<file path="config.mk">
export PLATFORM = sky130hd
export DESIGN_NAME = period_meter
export DESIGN_NICKNAME = d
export VERILOG_FILES = /design/src/rtl/period_meter.sv
export SDC_FILE = /design/constraint.sdc
export NUM_CORES = 1
export LEC_CHECK = 0
export BUFFER_PORTS_ARGS = -buffer_cell sky130_fd_sc_hd__buf_2
export CORE_ASPECT_RATIO = 1.1
export CORE_MARGIN = 3
export CORE_UTILIZATION = 40
export DETAILED_ROUTE_END_ITERATION = 6
export PLACE_DENSITY = 0.56
export SLEW_MARGIN = 20
export SYNTH_ARGS = -nofsm -noshare
export SYNTH_HDL_FRONTEND = slang
export SYNTH_SLANG_ARGS = --single-unit
</file>
<file path="constraint.sdc">
create_clock -name clk_50m -period 2.3 [get_ports clk_50m]
set_input_delay 0.345 -clock clk_50m [delete_from_list [all_inputs] [get_ports clk_50m]]
set_output_delay 0.345 -clock clk_50m [all_outputs]
set_load 0.02 [all_outputs]
</file>
<file path="src/rtl/period_meter.sv">
// period_meter: measures period and high time of a slow asynchronous square
// wave in clk_50m cycles, with valid/ack handoff, sticky overrun and timeout.
module period_meter #(
    parameter int WIDTH     = 25,
    parameter int MAX_COUNT = 25_000_000
) (
    input  logic             clk_50m,
    input  logic             reset,
    input  logic             sig_in,
    input  logic             ack,
    output logic [WIDTH-1:0] period,
    output logic [WIDTH-1:0] high_time,
    output logic             valid,
    output logic             overrun,
    output logic             timeout
);

    typedef enum logic [1:0] {
        IDLE,
        MEAS_HIGH,
        MEAS_LOW
    } state_t;

    localparam logic [WIDTH-1:0] CNT_MAX = WIDTH'(MAX_COUNT);
    localparam logic [WIDTH-1:0] CNT_ONE = WIDTH'(1);

    state_t           state_q, state_d;
    logic             s1_q, s1_d;
    logic             s2_q, s2_d;
    logic             s3_q, s3_d;
    logic [WIDTH-1:0] cnt_q, cnt_d;
    logic [WIDTH-1:0] hi_tmp_q, hi_tmp_d;
    logic [WIDTH-1:0] period_q, period_d;
    logic [WIDTH-1:0] high_q, high_d;
    logic             valid_q, valid_d;
    logic             overrun_q, overrun_d;
    logic             timeout_q, timeout_d;

    logic             rise;
    logic             fall;
    logic             at_max;
    logic             result;
    logic [WIDTH-1:0] cnt_inc;

    assign rise   = s2_q & ~s3_q;
    assign fall   = ~s2_q & s3_q;
    assign at_max = (cnt_q == CNT_MAX);
    // Saturate so the counter can never pass the timeout limit or wrap.
    assign cnt_inc = at_max ? cnt_q : cnt_q + CNT_ONE;

    always_comb begin
        s1_d      = sig_in;
        s2_d      = s1_q;
        s3_d      = s2_q;
        state_d   = state_q;
        cnt_d     = cnt_q;
        hi_tmp_d  = hi_tmp_q;
        period_d  = period_q;
        high_d    = high_q;
        timeout_d = 1'b0;
        result    = 1'b0;

        unique case (state_q)
            IDLE: begin
                cnt_d = '0;
                if (rise) begin
                    cnt_d   = CNT_ONE;
                    state_d = MEAS_HIGH;
                end
            end
            MEAS_HIGH: begin
                if (fall) begin
                    hi_tmp_d = cnt_q;
                    cnt_d    = cnt_inc;
                    state_d  = MEAS_LOW;
                end else if (at_max) begin
                    timeout_d = 1'b1;
                    cnt_d     = '0;
                    state_d   = IDLE;
                end else begin
                    cnt_d = cnt_inc;
                end
            end
            MEAS_LOW: begin
                if (rise) begin
                    period_d = cnt_q;
                    high_d   = hi_tmp_q;
                    result   = 1'b1;
                    cnt_d    = CNT_ONE;
                    state_d  = MEAS_HIGH;
                end else if (at_max) begin
                    timeout_d = 1'b1;
                    cnt_d     = '0;
                    state_d   = IDLE;
                end else begin
                    cnt_d = cnt_inc;
                end
            end
            default: begin
                cnt_d   = '0;
                state_d = IDLE;
            end
        endcase

        // A result landing together with ack is a clean handoff, not an overrun.
        valid_d   = result | (valid_q & ~ack);
        overrun_d = overrun_q | (result & valid_q & ~ack);
    end

    always_ff @(posedge clk_50m) begin
        if (reset) begin
            state_q   <= IDLE;
            s1_q      <= 1'b0;
            s2_q      <= 1'b0;
            s3_q      <= 1'b0;
            cnt_q     <= '0;
            hi_tmp_q  <= '0;
            period_q  <= '0;
            high_q    <= '0;
            valid_q   <= 1'b0;
            overrun_q <= 1'b0;
            timeout_q <= 1'b0;
        end else begin
            state_q   <= state_d;
            s1_q      <= s1_d;
            s2_q      <= s2_d;
            s3_q      <= s3_d;
            cnt_q     <= cnt_d;
            hi_tmp_q  <= hi_tmp_d;
            period_q  <= period_d;
            high_q    <= high_d;
            valid_q   <= valid_d;
            overrun_q <= overrun_d;
            timeout_q <= timeout_d;
        end
    end

    assign period    = period_q;
    assign high_time = high_q;
    assign valid     = valid_q;
    assign overrun   = overrun_q;
    assign timeout   = timeout_q;

endmodule

</file>
==> flow_summary.toml, run 1 <==
[outcome]
status = "complete, no violations"

[pwr]
powerDensity_nw_per_um2 = 620
p_sw_mw = 0.687
seq_power_share_pct = 62.4
vdd_ir_drop_max_uv = 275
clkPwrFrac_pct = 35.5
p_int_mw = 2.32
p_sw_share_pct = 22.8
p_comb_share_pct = 2.1
power.leakage_nw = 1.72
power_mw = 3.01

[detailed_routing]
vias = 3373
drt_pre_antenna_iters = 4
ant_nets = 0
wl_per_cell_um = 13.4
drt_iter0_drc = 168
drc = 0
finalWirelength_um = 9540
vias_per_cell = 4.75

[clock_network]
clock_sinks = 108
cts-resized-gates = 0
h-tree-depth = 3
cts.clk_slew.worst_paths_ns = 0.10
cts_tree = "yes"
cts_hold_buf = 0
root_buffer = "clkbuf_8"
cts_buffers = 9
clk_path_buf_depth = 2
cts_setup_buffers = 0
clkLatencyLatePin_ns = 0.36

[synthesis]
yosysWarnings = 0
syn_area_per_cell_sq_um = 8.19
ys_types = 37
async_flop_share_pct = 0
synth_cells = 512
synth_edf_count = 0
syn-num-nets = 523
netlist.area_leader.share_pct = 51.6
ys_seq_area_share_pct = 51.6
synth_seq_cells = 108
synth_top_area_cell = "dfxtp_1"
netlist_top_cells_area = "dfxtp_1 52%, nand2_1 14%, a21oi_1 9.5%"
synthesis.area_sq_um = 4190
synth_ff_type = "dfxtp_1"

[timing]
finalMaxSlewViolations = 0
fin_tns_setup_ns = 0
rsz0062_at_grt = "no"
maxSlewHeadroom_pct = 66.7
tightest_slew_ns = 0.487
whs_ns = 0.193
layout_min_cycle_time_ns = 2.14
fin_skew_ns = 0.0131
hold_viol = 0
fin_ws_ns = 0.162
max_freq_mhz = 468
post-route-period-util_pct = 93.0
setup_viol = 0

[hold_path]
worstHoldEndpoint = "s1_q"
worstHoldPathCells = 2
hp-class = "in -> reg"
worstHoldStart = "sig_in"

[floorplanning]
dieArea_sq_um = 11800
die_h_um = 113
core-area_sq_um = 10000
ios = 57
fp-row-count = 38
die_w_um = 104
start_util_pct = 41.8

[layout]
fin_cells = 710
fillers = 1036
syn_to_final_growth_pct = 15.6
design_area_sq_um = 4850
mostFrequentLayoutCell = "nand2_1"
fin_util_pct = 48.3
antenna_cells = 0
drive_above_1_share_pct = 20.2
final_nets = 576
final_cell_mix = "158 x nand2_1, 108 x dfxtp_1, 80 x a21oi_1"

[placement]
dpl_cell_area_sq_um = 4660
gp_congestion = 0.831
dp_hpwl_um = 6620
port_buffers = 56
dpl.cell_count = 694
pre_cts_ws_ns = 0.192

[global_routing]
grt_pass1_wl_um = 16400
grt_pass1_vias = 3237
track_usage_pct = 16.9
grt_overflow_total = 0
antenna_found_initial = 0
grt_max_degree = 40

[setup_path]
reg2regPathDepth = 6
rr_startpoint = "cnt_q[6]"
worst-setup-path-type = "reg -> reg"
critical_path.cell_chain = "nor4bb_1, nand4_1, or4_1, o21ai_2, buf_12, nor2_1"
r2r_slack_ns = 0.16
required_ns = 2.56
critPathSlowestCell = "or4_1"
startpoint_type = "flip-flop"
r2r_end = "cnt_q[3]"
crit_arrival_ns = 2.39
cpPeakStageDelay_ns = 0.65
cp_max_fo = 22
worst_setup_path_end_kind = "flip-flop"

[flow_run]
maxCapViolations = 0
## sequential cells by signal, indices dropped and copies added (netlist names)
name	flops
valid	1
period	25
s1_q	1
high_time	25
overrun	1
hi_tmp_q	25
s2_q	1
timeout	1
state_q	2
s3_q	1
cnt_q	25
## cells by family (layout without fill, tap and decap cells)
kind of cell | after synthesis | in the layout | share of synthesized area, %
adder cells (fa/ha/maj) | 7 | 7 | 2.09
buffers and inverters | 45 | 103 | 4.41
AO/OA/AOI/OAI | 90 | 90 | 11.3
XOR/XNOR | 22 | 22 | 4.59
flip-flops | 108 | 108 | 51.6
AND/OR/NAND/NOR | 240 | 240 | 26.0
## area by class of cell
type                    instances  area [sq um]  area share (%)
flip-flops and latches        108          2160            44.6
multi-input cells             359          1850            38.1
repair buffers                 75           435            8.98
well taps                     140           175            3.61
clock buffers                  10           138            2.84
clock inverters                 6          47.5           0.980
inverters                      12          45.0           0.929
## critical path: cells and delay by family (launching register included)
| family | cells | cell delay [ns] |
|---|---|---|
| AOI/OAI and AO/OA | 1 | 0.21 |
| buffers and inverters | 1 | 0.21 |
| DFF | 1 | 0.42 |
| and+or+nand+nor | 4 | 1.19 |
## cells in the mapped netlist, types with 5 or more instances
cell,n
nand2b_1,5
nand2_1,158
ha_1,7
nor2_2,20
nand3_1,5
nor2_1,9
nor3_1,9
inv_1,12
clkbuf_1,29
a21oi_1,80
dfxtp_1,108
xnor2_1,14
nand4_1,6
xor2_1,8
## power by group through the flow
stage               Combinational, mW  Sequential [mW]  Clock, mW
finish                         0.0617             1.88       1.07
global route                   0.0693             1.88       1.20
CTS                            0.0623             1.88       1.11
detailed placement             0.0619             1.92          0
global placement               0.0615             1.92          0
floorplan                      0.0460             1.92          0
## worst max-delay path by stage
| stage | start | to | slack, ns | cells after the start |
|---|---|---|---|---|
| after detailed placement | cnt_q[6] | cnt_q[4] | 0.19 | 6 |
| final | cnt_q[6] | cnt_q[3] | 0.16 | 6 |
| after CTS | cnt_q[6] | cnt_q[3] | 0.18 | 6 |
| after global routing | cnt_q[6] | cnt_q[0] | 0.02 | 7 |
| after floorplan | cnt_q[18] | cnt_q[13] | 0.33 | 7 |
| after global placement | cnt_q[7] | cnt_q[4] | 0.26 | 6 |
## per-layer routing
metal | routed length [um] | track usage (%) | vias to the layer above
met5 | 0 | 0 | -
met4 | 112 | 5.14 | 0
met3 | 366 | 3.62 | 8
met2 | 4100 | 25.2 | 61
met1 | 4970 | 24.6 | 1535
li1 | - | - | 1769
Power figures use the tool's default switching activity.
==> inputs of run 2 (changes only) <==
Settings changed: ABC_AREA set to 1, RECOVER_POWER set to 50.
==> flow_summary.toml, run 2 <==
[synthesis]
synth_edf_count = 0
yosysWarnings = 0
ys_seq_area_share_pct = 48.6
synth_most_common_cell = "nor2_1"
netlist_top_cells_area = "dfxtp_1 49%, nor2_1 10%, o21ai_0 8.8%"
synth_top_area_cell = "dfxtp_1"
synthesis.area_sq_um = 4450
syn-num-nets = 594
yosys-top-cells-count = "118 x nor2_1, 108 x dfxtp_1, 78 x o21ai_0, 75 x nand2_1, 44 x a21oi_1"
netlist.area_leader.share_pct = 48.6
synth_seq_cells = 108
async_flop_share_pct = 0
syn_area_per_cell_sq_um = 7.63
ys_types = 33
synth_cells = 583
synth_ff_type = "dfxtp_1"

[timing]
hold_viol = 0
tightest_slew_ns = 0.656
post-route-period-util_pct = 81.3
finalMaxSlewViolations = 0
fin_ws_ns = 0.430
max_freq_mhz = 535
whs_ns = 0.207
layout_min_cycle_time_ns = 1.87
rsz0062_at_grt = "no"
maxSlewHeadroom_pct = 56.2
fin_skew_ns = 0.00861
fin_tns_setup_ns = 0
setup_viol = 0

[floorplanning]
core-area_sq_um = 10600
die_h_um = 117
dieArea_sq_um = 12400
start_util_pct = 41.8
die_w_um = 107
fp-row-count = 39
ios = 57

[placement]
pre_cts_ws_ns = 0.535
gp_congestion = 0.810
port_buffers = 56
dpl.cell_count = 758
dp_hpwl_um = 7500
dpl_cell_area_sq_um = 4810

[setup_path]
cpLargestDelayFamily = "buffers and inverters"
crit_arrival_ns = 2.14
path_buf_inv = 3
worst-setup-path-type = "reg -> reg"
critPathSlowestCell = "clkbuf_1"
cpMostUsedCell = "inv_1"
cpPeakStageDelay_ns = 0.54
startpoint_type = "flip-flop"
worst_setup_path_end_kind = "flip-flop"
cp_max_fo = 18
critical_path.cell_chain = "inv_1, ha_1, inv_1, nor2_1, clkbuf_1, o21ai_0, a21oi_1"
required_ns = 2.57

[pwr]
p_int_mw = 2.76
vdd_ir_drop_max_uv = 290
clkPwrFrac_pct = 44.8
seq_power_share_pct = 53.4
power.leakage_nw = 2.00
p_sw_mw = 0.761
p_comb_share_pct = 1.9
p_sw_share_pct = 21.6
powerDensity_nw_per_um2 = 698

[clock_network]
cts.clk_slew.worst_paths_ns = 0.07
cts_hold_buf = 0
clkLatencyLatePin_ns = 0.34
cts-resized-gates = 0
cts_tree = "yes"
cts_setup_buffers = 0
clock_sinks = 108
root_buffer = "clkbuf_16"
clk_path_buf_depth = 2
h-tree-depth = 3
cts_buffers = 9

[layout]
antenna_cells = 0
syn_to_final_growth_pct = 13.3
final_nets = 637
design_area_sq_um = 5040
fin_cells = 774
final_cell_mix = "121 x nor2_1, 108 x dfxtp_1, 78 x o21ai_0"
drive_above_1_share_pct = 8.87
mostFrequentLayoutCell = "nor2_1"

[detailed_routing]
drt_pre_antenna_iters = 4
vias_per_cell = 4.84
finalWirelength_um = 10500
drc = 0
vias = 3747
wl_per_cell_um = 13.6
drt_iter0_drc = 277
ant_nets = 0

[global_routing]
grt_max_degree = 70
track_usage_pct = 17.5
grt_pass1_wl_um = 17200
met3_usage_pct = 3.81
met2_usage_pct = 26.8
grt_pass1_vias = 3416
grt_overflow_total = 0
antenna_found_initial = 0
busiest_layer = "met2"
grt_use_met1_pct = 24.8

[outcome]
status = "complete, no violations"

[flow_run]
maxCapViolations = 0

[hold_path]
hp-class = "in -> reg"
-- run 2: cell type report --
| type | count | area (sq um) |
|---|---|---|
| sequential | 108 | 2160 |
| multi-input combinational | 399 | 1950 |
| clock inverter | 7 | 87.6 |
| clock buffer | 9 | 225 |
| inverter | 47 | 176 |
| fill | 1120 | 5600 |
| tap | 143 | 179 |
| timing repair buffer | 61 | 259 |
-- run 2: worst min-delay path, delay by kind of cell --
| kind | cells | cell delay [ns] |
|---|---|---|
| buffers and inverters | 2 | 0.10 |
| AND/OR/NAND/NOR | 1 | 0.06 |
-- run 2: power by group through the flow --
stage	sequential (mW)	clock [mW]	combinational (mW)
after floorplan	1.92	0	0.0526
after global routing	1.88	1.71	0.0743
final	1.88	1.58	0.0652
after detailed placement	1.92	0	0.0668
after global placement	1.92	0	0.0650
after CTS	1.88	1.62	0.0670
-- run 2: cell families after synthesis --
family / synth area share, %
flip-flops: 48.6
XOR/XNOR: 2.36
adder cells (fa/ha/maj): 1.97
AO/OA/AOI/OAI: 14.5
AND/OR/NAND/NOR: 25.3
buffers and inverters: 7.23
-- run 2: through the flow --
step | util, % | power, mW
after floorplan | - | 1.97
after global placement | 45.2 | 1.99
after detailed placement | 45.2 | 1.99
after CTS | 48.2 | 3.57
after global routing | 47.4 | 3.66
final | 47.4 | 3.52
-- run 2: final timing paths --
| kind | startpoint | end | slack [ns] | depth (start not counted) |
|---|---|---|---|---|
| setup / recovery | state_q[0] | period[1] | 0.43 | 7 |
| hold reg to reg | s1_q | s2_q | 0.40 | 2 |
| hold / removal | sig_in | s1_q | 0.21 | 3 |
| setup reg to reg | state_q[0] | period[1] | 0.43 | 7 |
-- run 2: per-layer routing --
metal,vias up,routed length [um]
li1,1963,-
met1,1716,5260
met2,60,4740
met3,8,396
met4,0,125
met5,-,0
==> inputs of run 3 (changes only) <==
Settings changed: PLACE_DENSITY 0.56 to 0.58.
Clock period 2.3 ns to 1.6 ns, I/O delays scaled along.
==> flow_summary.toml, run 3 (synthesized netlist as in run 2, its figures left out) <==
[clock_network]
clk_path_buf_depth = 2
clkLatencyLatePin_ns = 0.35
root_buffer = "clkbuf_16"
cts_tree = "yes"
cts_buffers = 9
cts_hold_buf = 0
cts.clk_slew.worst_paths_ns = 0.07
h-tree-depth = 3
clock_sinks = 108

[global_routing]
grt_overflow_total = 0
antenna_found_initial = 0
track_usage_pct = 18.2
grt_pass1_wl_um = 18300
grt_max_degree = 75
grt_pass1_vias = 3737

[pwr]
powerDensity_nw_per_um2 = 950
p_int_mw = 4.13
power_mw = 5.24
p_sw_mw = 1.11
clkPwrFrac_pct = 46.3
power.leakage_nw = 2.23
p_comb_share_pct = 2.1
seq_power_share_pct = 51.6
vdd_ir_drop_max_uv = 428
p_sw_share_pct = 21.1

[setup_path]
startpoint_type = "flip-flop"
worst_setup_path_end_kind = "flip-flop"
cpPeakStageDelay_ns = 0.34
critPathSlowestCell = "dfxtp_1"
worst-setup-path-type = "reg -> reg"
crit_arrival_ns = 1.81
cp_max_fo = 3
reg2regPathDepth = 10
required_ns = 1.84
critical_path.cell_chain = "inv_2, ha_1, nand2_1, inv_2, nand2_2, nor2_4, nand3_4, ha_1, o21ai_0, o21a_1"

[placement]
dpl.cell_count = 791
pre_cts_ws_ns = -0.0294
dpl_cell_area_sq_um = 5120
gp_congestion = 0.900
dp_hpwl_um = 7810
port_buffers = 56

[layout]
fin_cells = 812
final_cell_mix = "117 x nor2_1, 103 x dfxtp_1, 77 x o21ai_0"
design_area_sq_um = 5510
mostFrequentLayoutCell = "nor2_1"
final_nets = 675
syn_to_final_growth_pct = 23.9
antenna_cells = 0
drive_above_1_share_pct = 16.6

[detailed_routing]
vias = 4037
finalWirelength_um = 11500
vias_per_cell = 4.97
ant_nets = 0
drt_iter0_drc = 251
drc = 0
wl_per_cell_um = 14.1
drt_pre_antenna_iters = 5

[hold_path]
worstHoldPathCells = 3
hp-class = "in -> reg"

[timing]
post-route-period-util_pct = 98.0
rsz0062_at_grt = "yes"
finalMaxSlewViolations = 0
max_freq_mhz = 638
hold_viol = 0
layout_min_cycle_time_ns = 1.57
fin_skew_ns = 0.00674
fin_tns_setup_ns = 0
setup_viol = 0
maxSlewHeadroom_pct = 69.0
fin_ws_ns = 0.0325
tightest_slew_ns = 0.466

[floorplanning]
core-area_sq_um = 10600
die_w_um = 107
ios = 57
fp-row-count = 39
die_h_um = 117
dieArea_sq_um = 12400
start_util_pct = 41.8

[outcome]
status = "complete, no violations"

[flow_run]
maxCapViolations = 0
[run 3: area by class of cell]
cell class | count | area [sq um]
Timing Repair Buffer | 99 | 667
Inverter | 47 | 176
Clock buffer | 10 | 229
Tap cell | 143 | 179
Clock inverter | 6 | 95.1
Multi-Input combinational cell | 399 | 2000
Sequential cell | 108 | 2170
Fill cell | 1091 | 5130
[run 3: critical path: cells and delay by family, from the launching register on]
family                     cells  cell delay [ns]
adders and majority gates      2             0.42
DFF                            1             0.34
and+or+nand+nor                4             0.35
buffers and inverters          2             0.12
AOI/OAI and AO/OA              2             0.24
[run 3: power by group through the flow]
stage | combinational [mW] | clock, mW | sequential, mW
CTS | 0.109 | 2.46 | 2.70
global route | 0.126 | 2.57 | 2.70
detailed placement | 0.108 | 0 | 2.76
global placement | 0.107 | 0 | 2.76
floorplan | 0.0756 | 0 | 2.76
finish | 0.112 | 2.42 | 2.70
[run 3: timing repair]
item / in CTS / in global routing
endpoints found under the setup margin: 2 / 59
buffers inserted: 0 / 3
resized for setup: 3 / 16
pin swaps: 1 / 4
gates cloned: 0 / 2
[run 3: per-stage QoR]
| step | utilization (%) | hold slack [ns] |
|---|---|---|
| finish | 51.8 | 0.0986 |
| global route | 51.8 | 0.0895 |
| CTS | 51.3 | 0.0886 |
| detailed placement | 48.2 | 0.401 |
| global placement | 48.2 | 0.391 |
| floorplan | - | 0.347 |
[run 3: final timing paths]
check	startpoint	endpoint	slack, ns
max	cnt_q[1]	cnt_q[0]	0.03
min	sig_in	s1_q	0.1
max reg2reg	cnt_q[1]	cnt_q[0]	0.03
min reg2reg	s1_q	s2_q	0.41
[run 3: per-layer routing]
| layer | track usage (%) | up-vias | wire, um |
|---|---|---|---|
| met4 | 5.88 | 0 | 127 |
| met1 | 25.3 | 1889 | 5460 |
| met2 | 29.0 | 98 | 5330 |
| met3 | 2.87 | 13 | 553 |
| li1 | - | 2037 | - |
| met5 | 0 | - | 0 |
